==> src/rtl/clock_ctrl_pkg.sv <==
// clock_ctrl_pkg: mode encoding, status type and default timing
// constants shared by the clock/calendar set controller.
package clock_ctrl_pkg;

    typedef enum logic [2:0] {
        ST_SHOW_TIME  = 3'd0,
        ST_SHOW_DATE  = 3'd1,
        ST_SET_MINUTE = 3'd2,
        ST_SET_HOUR   = 3'd3,
        ST_SET_DAY    = 3'd4,
        ST_SET_MONTH  = 3'd5,
        ST_STOP       = 3'd6
    } status_t;

    localparam int DEF_DB_CYCLES     = 1024;
    localparam int DEF_REPEAT_DELAY  = 32768;
    localparam int DEF_REPEAT_PERIOD = 8192;
    localparam int DEF_BLINK_CYCLES  = 16384;

    // True in the four modes where the add key edits a field.
    function automatic logic is_set_state(input status_t s);
        return (s == ST_SET_MINUTE) || (s == ST_SET_HOUR) ||
               (s == ST_SET_DAY)    || (s == ST_SET_MONTH);
    endfunction

    // Mode sequence advanced by each mode-key press; STOP wraps home.
    function automatic status_t next_mode(input status_t s);
        case (s)
            ST_SHOW_TIME:  return ST_SHOW_DATE;
            ST_SHOW_DATE:  return ST_SET_MINUTE;
            ST_SET_MINUTE: return ST_SET_HOUR;
            ST_SET_HOUR:   return ST_SET_DAY;
            ST_SET_DAY:    return ST_SET_MONTH;
            ST_SET_MONTH:  return ST_STOP;
            default:       return ST_SHOW_TIME;
        endcase
    endfunction

endpackage

==> src/rtl/key_debounce.sv <==
// key_debounce: two-flop synchronizer, stable-count debouncer and
// one-cycle press pulse for a single raw front-panel key.
module key_debounce
    import clock_ctrl_pkg::*;
#(
    parameter int DB_CYCLES = DEF_DB_CYCLES
) (
    input  logic i_clk,
    input  logic i_rst,
    input  logic i_key,
    output logic o_level,
    output logic o_down
);

    localparam int CW = (DB_CYCLES > 2) ? $clog2(DB_CYCLES) : 1;
    localparam logic [CW-1:0] CNT_LAST = CW'(DB_CYCLES - 1);

    logic          r_sync1;
    logic          r_sync2;
    logic          r_level;
    logic          r_level_d;
    logic          r_down;
    logic [CW-1:0] r_cnt;

    // Bring the asynchronous key into the clock domain.
    always_ff @(posedge i_clk) begin
        if (i_rst) begin
            r_sync1 <= 1'b0;
            r_sync2 <= 1'b0;
        end else begin
            r_sync1 <= i_key;
            r_sync2 <= r_sync1;
        end
    end

    // Accept a new level only after DB_CYCLES consecutive differing samples.
    always_ff @(posedge i_clk) begin
        if (i_rst) begin
            r_cnt   <= '0;
            r_level <= 1'b0;
        end else if (r_sync2 == r_level) begin
            r_cnt <= '0;
        end else if (r_cnt == CNT_LAST) begin
            r_cnt   <= '0;
            r_level <= r_sync2;
        end else begin
            r_cnt <= r_cnt + CW'(1);
        end
    end

    // One-cycle pulse on each accepted 0->1 transition.
    always_ff @(posedge i_clk) begin
        if (i_rst) begin
            r_level_d <= 1'b0;
            r_down    <= 1'b0;
        end else begin
            r_level_d <= r_level;
            r_down    <= r_level & ~r_level_d;
        end
    end

    assign o_level = r_level;
    assign o_down  = r_down;

endmodule

==> src/rtl/clock_set_ctrl.sv <==
// clock_set_ctrl: key-driven mode FSM, increment commands and blink
// for the clock/calendar. CLOCK_SET_AUTOREPEAT_EN adds hold-to-repeat.
module clock_set_ctrl
    import clock_ctrl_pkg::*;
#(
    parameter int DB_CYCLES     = DEF_DB_CYCLES,
    parameter int REPEAT_DELAY  = DEF_REPEAT_DELAY,
    parameter int REPEAT_PERIOD = DEF_REPEAT_PERIOD,
    parameter int BLINK_CYCLES  = DEF_BLINK_CYCLES
) (
    input  logic       clock,
    input  logic       reset,
    input  logic       key_mode,
    input  logic       key_add,
    output logic [2:0] status,
    output logic       clock_run_flag,
    output logic       clear_second,
    output logic       inc_minute,
    output logic       inc_hour,
    output logic       inc_day,
    output logic       inc_month,
    output logic       key_mode_down,
    output logic       key_add_down,
    output logic       blink
);

    localparam int BW = $clog2(BLINK_CYCLES + 1);
    localparam logic [BW-1:0] BLINK_LAST = BW'(BLINK_CYCLES - 1);

    logic          w_mode_level;
    logic          w_mode_down;
    logic          w_add_level;
    logic          w_add_down;
    logic          w_unused_levels;
    status_t       w_next_status;
    logic          w_state_chg;
    logic          w_rep_fire;
    logic          w_add_evt;

    status_t       r_status;
    logic          r_run;
    logic          r_clear;
    logic          r_inc_minute;
    logic          r_inc_hour;
    logic          r_inc_day;
    logic          r_inc_month;
    logic          r_blink;
    logic [BW-1:0] r_blink_cnt;

    key_debounce #(
        .DB_CYCLES (DB_CYCLES)
    ) u_db_mode (
        .i_clk   (clock),
        .i_rst   (reset),
        .i_key   (key_mode),
        .o_level (w_mode_level),
        .o_down  (w_mode_down)
    );

    key_debounce #(
        .DB_CYCLES (DB_CYCLES)
    ) u_db_add (
        .i_clk   (clock),
        .i_rst   (reset),
        .i_key   (key_add),
        .o_level (w_add_level),
        .o_down  (w_add_down)
    );

    assign w_unused_levels = w_mode_level ^ w_add_level;

    // Next mode: advance on a mode press, recover from the illegal code.
    always_comb begin
        w_next_status = r_status;
        case (r_status)
            ST_SHOW_TIME, ST_SHOW_DATE, ST_SET_MINUTE, ST_SET_HOUR,
            ST_SET_DAY, ST_SET_MONTH, ST_STOP: begin
                if (w_mode_down) begin
                    w_next_status = next_mode(r_status);
                end
            end
            default: w_next_status = ST_SHOW_TIME;
        endcase
    end

    assign w_state_chg = (w_next_status != r_status);

    // Mode register with its run flag and seconds-clear pulse.
    always_ff @(posedge clock) begin
        if (reset) begin
            r_status <= ST_SHOW_TIME;
            r_run    <= 1'b1;
            r_clear  <= 1'b0;
        end else begin
            r_status <= w_next_status;
            r_run    <= (w_next_status == ST_SHOW_TIME) ||
                        (w_next_status == ST_SHOW_DATE);
            r_clear  <= w_state_chg && (w_next_status == ST_SET_MINUTE);
        end
    end

`ifdef CLOCK_SET_AUTOREPEAT_EN
    localparam int RMAX = (REPEAT_DELAY > REPEAT_PERIOD) ?
                          REPEAT_DELAY : REPEAT_PERIOD;
    localparam int RW = $clog2(RMAX + 1);
    localparam logic [RW-1:0] DELAY_LAST  = RW'(REPEAT_DELAY - 1);
    localparam logic [RW-1:0] PERIOD_LAST = RW'(REPEAT_PERIOD - 1);

    logic          w_rep_run;
    logic [RW-1:0] r_rep_cnt;
    logic          r_rep_armed;

    assign w_rep_run = w_add_level && is_set_state(r_status) &&
                       !w_state_chg;

    assign w_rep_fire = w_rep_run &&
                        (r_rep_armed ? (r_rep_cnt == PERIOD_LAST)
                                     : (r_rep_cnt == DELAY_LAST));

    // Hold timer: initial delay, then a fixed period while held.
    always_ff @(posedge clock) begin
        if (reset || !w_rep_run) begin
            r_rep_cnt   <= '0;
            r_rep_armed <= 1'b0;
        end else if (w_rep_fire) begin
            r_rep_cnt   <= '0;
            r_rep_armed <= 1'b1;
        end else begin
            r_rep_cnt <= r_rep_cnt + RW'(1);
        end
    end
`else
    assign w_rep_fire = 1'b0;
`endif

    // A mode press in the same cycle discards the add event.
    assign w_add_evt = is_set_state(r_status) && !w_mode_down &&
                       (w_add_down || w_rep_fire);

    // Route each add event to the field being edited.
    always_ff @(posedge clock) begin
        if (reset) begin
            r_inc_minute <= 1'b0;
            r_inc_hour   <= 1'b0;
            r_inc_day    <= 1'b0;
            r_inc_month  <= 1'b0;
        end else begin
            r_inc_minute <= w_add_evt && (r_status == ST_SET_MINUTE);
            r_inc_hour   <= w_add_evt && (r_status == ST_SET_HOUR);
            r_inc_day    <= w_add_evt && (r_status == ST_SET_DAY);
            r_inc_month  <= w_add_evt && (r_status == ST_SET_MONTH);
        end
    end

    // Blink restarts high on every mode change, toggles while setting.
    always_ff @(posedge clock) begin
        if (reset) begin
            r_blink     <= 1'b0;
            r_blink_cnt <= '0;
        end else if (w_state_chg) begin
            r_blink     <= is_set_state(w_next_status);
            r_blink_cnt <= '0;
        end else if (is_set_state(r_status)) begin
            if (r_blink_cnt == BLINK_LAST) begin
                r_blink     <= ~r_blink;
                r_blink_cnt <= '0;
            end else begin
                r_blink_cnt <= r_blink_cnt + BW'(1);
            end
        end else begin
            r_blink     <= 1'b0;
            r_blink_cnt <= '0;
        end
    end

    assign status         = r_status;
    assign clock_run_flag = r_run;
    assign clear_second   = r_clear;
    assign inc_minute     = r_inc_minute;
    assign inc_hour       = r_inc_hour;
    assign inc_day        = r_inc_day;
    assign inc_month      = r_inc_month;
    assign key_mode_down  = w_mode_down;
    assign key_add_down   = w_add_down;
    assign blink          = r_blink;

endmodule

==> config.mk <==
export PLATFORM = sky130hd
export DESIGN_NAME = clock_set_ctrl
export DESIGN_NICKNAME = d
export VERILOG_FILES = /design/src/rtl/clock_ctrl_pkg.sv /design/src/rtl/key_debounce.sv /design/src/rtl/clock_set_ctrl.sv
export SDC_FILE = /design/constraint.sdc
export NUM_CORES = 1
export LEC_CHECK = 0
export CORE_MARGIN = 2
export CORE_UTILIZATION = 60
export CTS_BUF_LIST = sky130_fd_sc_hd__clkbuf_16
export CTS_CLUSTER_DIAMETER = 40
export DETAILED_ROUTE_END_ITERATION = 8
export GPL_TIMING_DRIVEN = 0
export PLACE_DENSITY = 0.77
export SETUP_SLACK_MARGIN = 0.15
export SKIP_LAST_GASP = 1
export SLEW_MARGIN = 20
export SYNTH_ARGS = -nofsm -noshare
export SYNTH_HDL_FRONTEND = slang
export SYNTH_HIERARCHICAL = 1
export SYNTH_SLANG_ARGS = --single-unit
==> constraint.sdc <==
create_clock -name clock -period 3.63 [get_ports clock]
set_input_delay 0.726 -clock clock [delete_from_list [all_inputs] [get_ports clock]]
set_output_delay 0.726 -clock clock [all_outputs]
set_load 0.02 [all_outputs]
==> reports/metrics.cfg, run 1 <==
[run_status]
status=finished, final reports clean

[clocking]
clock-sinks=55
cts_setup_buffers=0
holdBufCountCts=0
cts_made_buffers=5
clock_latency_ps=290
h-tree-depth=2
clock_tree.root_cell=clkbuf_16
path_clk_slew_ps=70
ctsResizeCount=0
cts_max_path_buffers=2
cts_tree=built

[power_and_ir_drop]
p_int_w=0.000937
ir_drop_uv=339
p_leak_nw=0.917
power_frac_clock_pct=46.3
switching_share_pct=18.7
power_w=0.00115
power_frac_comb_pct=1.1
p_per_area_mw_per_mm2=432
pwr-share-seq_pct=52.7
p_sw_w=0.000216

[global_routing]
overflow=0
grtUsageMet2_pct=26.1
grt_usage_pct=17.8
grt_use_met3_pct=6.81
met1_usage_pct=23.6
grt_max_degree=18
grt_antenna_before_repair=0
grt_pass1_wl_um=5840
grt_pass1_vias=1334
grt.busiest_layer=met2

[drt]
drt-total-wl_um=3470
viasPerCell=5.28
via_count=1599
drt_pre_antenna_iters=4
drt_iter0_drc=108
wl_per_cell_um=11.5
ant_nets=0
drc_errors=0

[synthesis]
yosys_warnings=6
ys_async_sr_fraction_pct=0
synth.most_common_cell=dfxtp_1
synth-main-ff-cell=dfxtp_1
synth_top_area_share_pct=48.1
synth_cell_types=37
synth_area_mm2=0.00229
syn-num-nets=239
synth_edf_count=0
synth-xor-area-share_pct=8.41
ys_seq_area_share_pct=48.1
synth_area_leaders=dfxtp_1, xor2_1, nor2_2, nor2_1, nand4_1
synthMuxAreaShare_pct=1.31
synth_top_area_cell=dfxtp_1
synth-adder-area-share_pct=1.64
synth-simple-area-share_pct=28.4
synth_cells=232
synth_common_cells=dfxtp_1, nor2_1, xor2_1
synth_seq_cells=55
synth_compound_area_share_pct=8.90
avgSynthCellArea_um2=9.87
synth_top_family_by_area=simple AND/OR/NAND/NOR gates

[critical_path]
worstPathCellList=clkdlybuf4s50_1 > clkbuf_1 > nor3_1 > o31ai_4 > buf_6 > nor2_2
cp.required_ps=3860
slowest_delay_ps=560
cpLargestDelayFamily=buffers and inverters
critPathMaxFanout=11
worst_setup_path_start_kind=input port
critPathCaptureType=flop
path_buf_inv=3
slowest_stage=clkdlybuf4s50_1
cp.arrival_ps=2340
path_class=in2reg

[floorplan]
floorplan.initialDensity_pct=62.6
core_area_mm2=0.00366
row_count=22
die_w_um=65.8
dieArea_mm2=0.00433
fp.dieH_um=65.8
pin_count=16

[sta]
fmax_mhz=475
final_max_slew_viol_count=0
relSlewSlack_pct=66.5
hold_viol=0
rsz0062_at_grt=no
fin_skew_ps=5.29
finalCriticalPeriod_ps=2110
worst_pin_slew_ps=503
setup_tns_ps=0
post-route-period-util_pct=58.0
setup_viol=0

[layout]
nets=261
drive_gt1_share_pct=13.7
utilization_pct=72.9
multi_input_area_mm2=0.00111
regArea_mm2=0.00110
design_area_mm2=0.00267
num-fill-cells=284
diodes=0
area_growth_pct=16.5

[place]
io_buffers=15
place_area_mm2=0.00250
place_congestion=0.810
dp_hpwl_um=2310

[job]
cap_violations=0

[min_path]
hp-class=reg2reg

[flip-flops by register name (all words and copies together), names as in the netlist, 3 cells and up]
register	cells
r_blink_cnt	15
u_db_add/r_cnt	10
u_db_mode/r_cnt	10
status	3
[area by class of cell]
class	instances	share of cell area (%)
Buffer	11	2.25
Clock buffer	5	4.69
Clock inverter	3	1.64
Inverter	4	0.562
Multi-Input combinational cell	162	41.8
Sequential cell	55	41.2
Tap cell	48	2.25
Timing Repair Buffer	15	5.62
[cells by family (layout without fill, tap and decap cells)]
logic type                 Yosys count  in the layout
AOI/OAI and AO/OA                   29             29
xor gates and xnor gates            22             22
DFF                                 55             55
buffers and inverters               15             38
muxes                                3              3
adders and majority gates            3              3
and+or+nand+nor                    105            105
[per-layer routing]
layer	wire length [µm]	share of wire, %	vias to the layer above
met1	1800	52	708
met3	162	4.7	5
li1	-	-	858
met4	51	1.5	0
met2	1450	42	28
met5	0	0	-
[metrics by stage]
stage,instances,setup WS [ps],hold WS [ps]
after global placement,295,1220,372
after floorplan,232,1990,368
final,303,1520,388
after CTS,303,1500,388
after detailed placement,295,1200,378
after global routing,303,1360,393
[placed cells by master (no fill, tap or decap), types with 4 or more instances in the layout]
cell / n
clkbuf_1: 6
nor2_2: 10
a21oi_1: 6
o21ai_0: 10
clkbuf_16: 5
clkdlybuf4s50_1: 15
and3_1: 4
dfxtp_1: 55
xor2_1: 16
nand2_1: 12
or3_1: 6
inv_1: 4
nor3_1: 10
a211oi_1: 5
nand2b_1: 7
xnor2_1: 6
nor2b_1: 5
nor3b_1: 4
nor2_1: 16
nand4_1: 9
nand3_1: 7
[worst paths after layout]
| kind | slack [ps] | cells after the start | startpoint | to |
|---|---|---|---|---|
| min | 390 | 1 | u_db_mode/r_level_d$_SDFF_PP0_ | u_db_mode/o_down$_SDFF_PP0_ |
| max reg2reg | 1850 | 7 | r_blink_cnt[0]$_SDFF_PP0_ | r_blink_cnt[10]$_SDFF_PP0_ |
| max | 1520 | 6 | reset | r_blink_cnt[10]$_SDFF_PP0_ |
| min reg2reg | 390 | 1 | u_db_mode/r_level_d$_SDFF_PP0_ | u_db_mode/o_down$_SDFF_PP0_ |
[worst reg2reg max path, delay by kind of cell (launching register included)]
family                   cells  cell delay, ps
AND/OR/NAND/NOR              3             310
AO/OA/AOI/OAI                1             370
adder cells (fa/ha/maj)      1             200
flip-flops                   1             380
buffers and inverters        2             420
[power by group through the flow]
stage / clock [W] / sequential [W] / combinational, W
2_1_floorplan: 0 / 0.000621 / 0.00000661
3_3_place_gp: 0 / 0.000621 / 0.0000121
3_5_place_dp: 0 / 0.000621 / 0.0000123
4_1_cts: 0.000546 / 0.000607 / 0.0000122
5_1_grt: 0.000569 / 0.000607 / 0.0000134
6_report: 0.000534 / 0.000607 / 0.0000121
No activity file was read; power rests on OpenSTA's default activity.
==> inputs of run 2 (changes only) <==
CORE_UTILIZATION = 57   (was 60)
PLACE_DENSITY = 0.74   (was 0.77)
clock period = 2.2 ns   (was 3.63 ns; I/O delays follow)
==> reports/metrics.cfg, run 2 (synthesized netlist as in run 1, its figures left out) <==
[run_status]
status=finished, final reports clean

[layout]
nets=261
design_area_mm2=0.00264
largest_registers=r_blink_cnt x15, u_db_add/r_cnt x10, u_db_mode/r_cnt x10
layout_common_cells=dfxtp_1, nor2_1, xor2_1
final_common_cell=dfxtp_1
top_register=r_blink_cnt
largest_reg_flops=15
drive_gt1_share_pct=13.0
diodes=0
num-fill-cells=322
area_growth_pct=15.1

[global_routing]
grt_pass1_vias=1470
grt_antenna_before_repair=0
overflow=0
grt_pass1_wl_um=6340
grt_max_degree=16
grt_usage_pct=18.5

[critical_path]
critPathCaptureType=flop
cp.arrival_ps=2070
cp.required_ps=2420
critPathMaxFanout=11
r2r-start=r_blink_cnt[0]$_SDFF_PP0_
path_class=in2reg
crit_start=reset
r2r_cells=7
worst_setup_path_start_kind=input port

[drt]
drt_pre_antenna_iters=4
ant_nets=0
via_count=1648
drt_iter0_drc=128
viasPerCell=5.42
drt-total-wl_um=3570
drc_errors=0
wl_per_cell_um=11.7

[place]
place_area_mm2=0.00250
io_buffers=15
dp_hpwl_um=2480
place_congestion=0.768

[clocking]
cts_max_path_buffers=2
path_clk_slew_ps=60
cts_setup_buffers=0
holdBufCountCts=0
clock_tree.root_cell=clkbuf_16
clock-sinks=55
cts_tree=built
ctsResizeCount=0
h-tree-depth=2
clock_latency_ps=280
cts_made_buffers=5

[sta]
setup_tns_ps=0
worst_pin_slew_ps=460
final_max_slew_viol_count=0
finalCriticalPeriod_ps=1850
setup_viol=0
post-route-period-util_pct=84.1
relSlewSlack_pct=69.3
fmax_mhz=541
fin_skew_ps=4.01
rsz0062_at_grt=no
hold_viol=0

[floorplan]
die_w_um=67.4
dieArea_mm2=0.00454
row_count=23
floorplan.initialDensity_pct=58.1
fp.dieH_um=67.4
core_area_mm2=0.00394
pin_count=16

[min_path]
hold_depth=1
hp-start=u_db_mode/r_level_d$_SDFF_PP0_
hp-class=reg2reg

[power_and_ir_drop]
p_per_area_mw_per_mm2=663
ir_drop_uv=486
p_leak_nw=0.900
power_w=0.00175

[job]
cap_violations=0

[run 2: metal layers]
layer | GRT usage, % | routed length (µm)
met5 | 0 | 0
met3 | 5.50 | 129
met4 | 6.89 | 28
met2 | 29.1 | 1700
met1 | 23.9 | 1710
[run 2: power by group]
part	total [W]	switching (W)	internal [W]
Sequential	0.00100	0.00000261	0.00100
Clock	0.000725	0.000316	0.000409
Combinational	0.0000203	0.00000966	0.0000107
[run 2: layout make-up]
cell class / instances / area (µm²) / share of cell area, %
inverter: 4 / 15.0 / 0.569
clock inverter: 2 / 8.76 / 0.332
buffer: 11 / 60.1 / 2.28
multi-input combinational: 162 / 1110 / 42.3
tap: 50 / 62.6 / 2.37
clock buffer: 5 / 125 / 4.74
sequential: 55 / 1100 / 41.7
timing repair buffer: 15 / 150 / 5.69
[run 2: path summary, 6_finish.rpt]
| kind | to | slack, ps |
|---|---|---|
| worst min register to register | u_db_mode/o_down$_SDFF_PP0_ | 390 |
| worst max register to register | r_blink_cnt[8]$_SDFF_PP0_ | 440 |
| worst max-delay path | r_blink_cnt[8]$_SDFF_PP0_ | 350 |
| worst min-delay path | u_db_mode/o_down$_SDFF_PP0_ | 390 |
[run 2: per-stage QoR]
step                setup WS (ps)  hold slack (ps)  std cells  util (%)
floorplan                     597              368        232         -
global placement             83.8              373        297      63.5
detailed placement           58.5              380        297      63.5
CTS                           330              389        304      66.9
global route                  181              410        304      66.9
finish                        351              388        304      66.9
[run 2: worst max-delay path, stage by stage]
cell             delay, ps
clkdlybuf4s50_1        570
clkbuf_1               260
nor3_1                 330
o31ai_4                170
buf_6                  190
nor2_2                 100
==> inputs of run 3 (changes only) <==
clock period = 1.89 ns   (was 2.2 ns; I/O delays follow)
==> reports/metrics.cfg, run 3 (synthesized netlist as in run 1, its figures left out) <==
[floorplan]
dieArea_mm2=0.00454
pin_count=16
row_count=23
die_w_um=67.4
floorplan.initialDensity_pct=58.1
core_area_mm2=0.00394
fp.dieH_um=67.4

[place]
dp_hpwl_um=2480
io_buffers=15
place_inst=297
place_congestion=0.768

[drt]
ant_nets=0
via_count=1662
drc_errors=0
drt_pre_antenna_iters=4
drt_iter0_drc=133
drt-total-wl_um=3670
viasPerCell=5.43
wl_per_cell_um=12.0

[critical_path]
cp.arrival_ps=1850
path_class=reg2reg
slowest_stage=o31ai_4
cp.required_ps=2070
slowest_delay_ps=370
critPathCapture=r_blink_cnt[10]$_SDFF_PP0_
r2r-start=r_blink_cnt[0]$_SDFF_PP0_
worst-path-stages=7
critPathMaxFanout=6
critPathCaptureType=flop
crit_start=r_blink_cnt[0]$_SDFF_PP0_
worst_setup_path_start_kind=flop
path_buf_inv=2
rr_endpoint=r_blink_cnt[10]$_SDFF_PP0_
r2r_slack_ps=220
worstPathCellList=ha_2 > and3_1 > clkbuf_4 > nand3_4 > o31ai_4 > buf_6 > nor2_2
r2r_cells=7
cpLargestDelayFamily=buffers and inverters

[layout]
largest_reg_flops=15
fin_cells=306
final_common_cell=dfxtp_1
drive_gt1_share_pct=16.0
nets=263
utilization_pct=68.0
area_growth_pct=17.0
layout_common_cells=dfxtp_1, nor2_1, xor2_1
top_register=r_blink_cnt
largest_registers=r_blink_cnt x15, u_db_add/r_cnt x10, u_db_mode/r_cnt x10
diodes=0

[clocking]
cts_made_buffers=5
h-tree-depth=2
holdBufCountCts=0
clock-sinks=55
path_clk_slew_ps=60
clock_tree.root_cell=clkbuf_16
cts_max_path_buffers=2
clock_latency_ps=280
cts_tree=built

[sta]
finalCriticalPeriod_ps=1670
hold_viol=0
rsz0062_at_grt=no
fin_skew_ps=3.40
post-route-period-util_pct=88.4
final_max_slew_viol_count=0
relSlewSlack_pct=68.8
fmax_mhz=599
setup_viol=0
worst_pin_slew_ps=468

[job]
cap_violations=0

[global_routing]
grt_pass1_vias=1476
grt_antenna_before_repair=0
grt_max_degree=16
grt_pass1_wl_um=6350
overflow=0
grt_usage_pct=18.5

[run_status]
status=finished, final reports clean

[power_and_ir_drop]
p_leak_nw=0.943
p_per_area_mw_per_mm2=760
ir_drop_uv=576

[min_path]
hp-class=reg2reg

## run 3: cell count changes in the layout (fill, tap and decap cells not counted), sizes merged
cell,previous run,this run
clkbuf,12,13
dlymetal6s2s,0,2
buf,4,5
clkdlybuf4s50,15,13
## run 3: report_power, final
| group | total [W] | switching [W] | internal, W |
|---|---|---|---|
| Combinational | 0.0000241 | 0.0000116 | 0.0000125 |
| Sequential | 0.00117 | 0.00000310 | 0.00116 |
| Clock | 0.000846 | 0.000369 | 0.000476 |
## run 3: how the worst min path moves through the flow
stage                                        start                           to  slack [ps]  cells after the start
floorplan            u_db_add/r_level_d$_SDFF_PP0_   u_db_add/o_down$_SDFF_PP0_         370                      1
global placement    u_db_mode/r_level_d$_SDFF_PP0_  u_db_mode/o_down$_SDFF_PP0_         370                      1
detailed placement  u_db_mode/r_level_d$_SDFF_PP0_  u_db_mode/o_down$_SDFF_PP0_         380                      1
CTS                 u_db_mode/r_level_d$_SDFF_PP0_  u_db_mode/o_down$_SDFF_PP0_         390                      1
global route         u_db_add/r_level_d$_SDFF_PP0_   u_db_add/o_down$_SDFF_PP0_         410                      1
finish              u_db_mode/r_level_d$_SDFF_PP0_  u_db_mode/o_down$_SDFF_PP0_         390                      1
## run 3: cell type report
cell class | instances | area (µm²)
Multi-Input combinational cell | 162 | 1130
Tap cell | 50 | 62.6
Timing Repair Buffer | 17 | 174
Clock buffer | 5 | 125
Sequential cell | 55 | 1100
Fill cell | 319 | 1260
Buffer | 11 | 63.8
Clock inverter | 2 | 8.76
Inverter | 4 | 15.0
## run 3: repair_timing
action                                  in CTS  in global routing
pin swaps                                    1                  1
cloned                                       0                  1
setup buffers                                0                  1
endpoints found under the setup margin      10                 13
gates resized for setup                      1                 12
## run 3: metrics by stage
stage	setup slack [ps]	cell area [µm²]	TNS, ps	total power [W]	hold WS (ps)
after floorplan	287	2290	0	0.00121	368
after global placement	-164	2500	-1700	0.00122	373
after detailed placement	-189	2500	-1920	0.00122	380
after CTS	160	2640	0	0.00207	389
after global routing	132	2680	0	0.00211	410
final	220	2680	0	0.00204	388
## run 3: per-layer routing
layer | share of wire, % | track usage (%)
met1 | 48 | 23.9
met2 | 48 | 29.2
met3 | 3.3 | 5.50
met4 | 1.2 | 6.89
met5 | 0 | 0
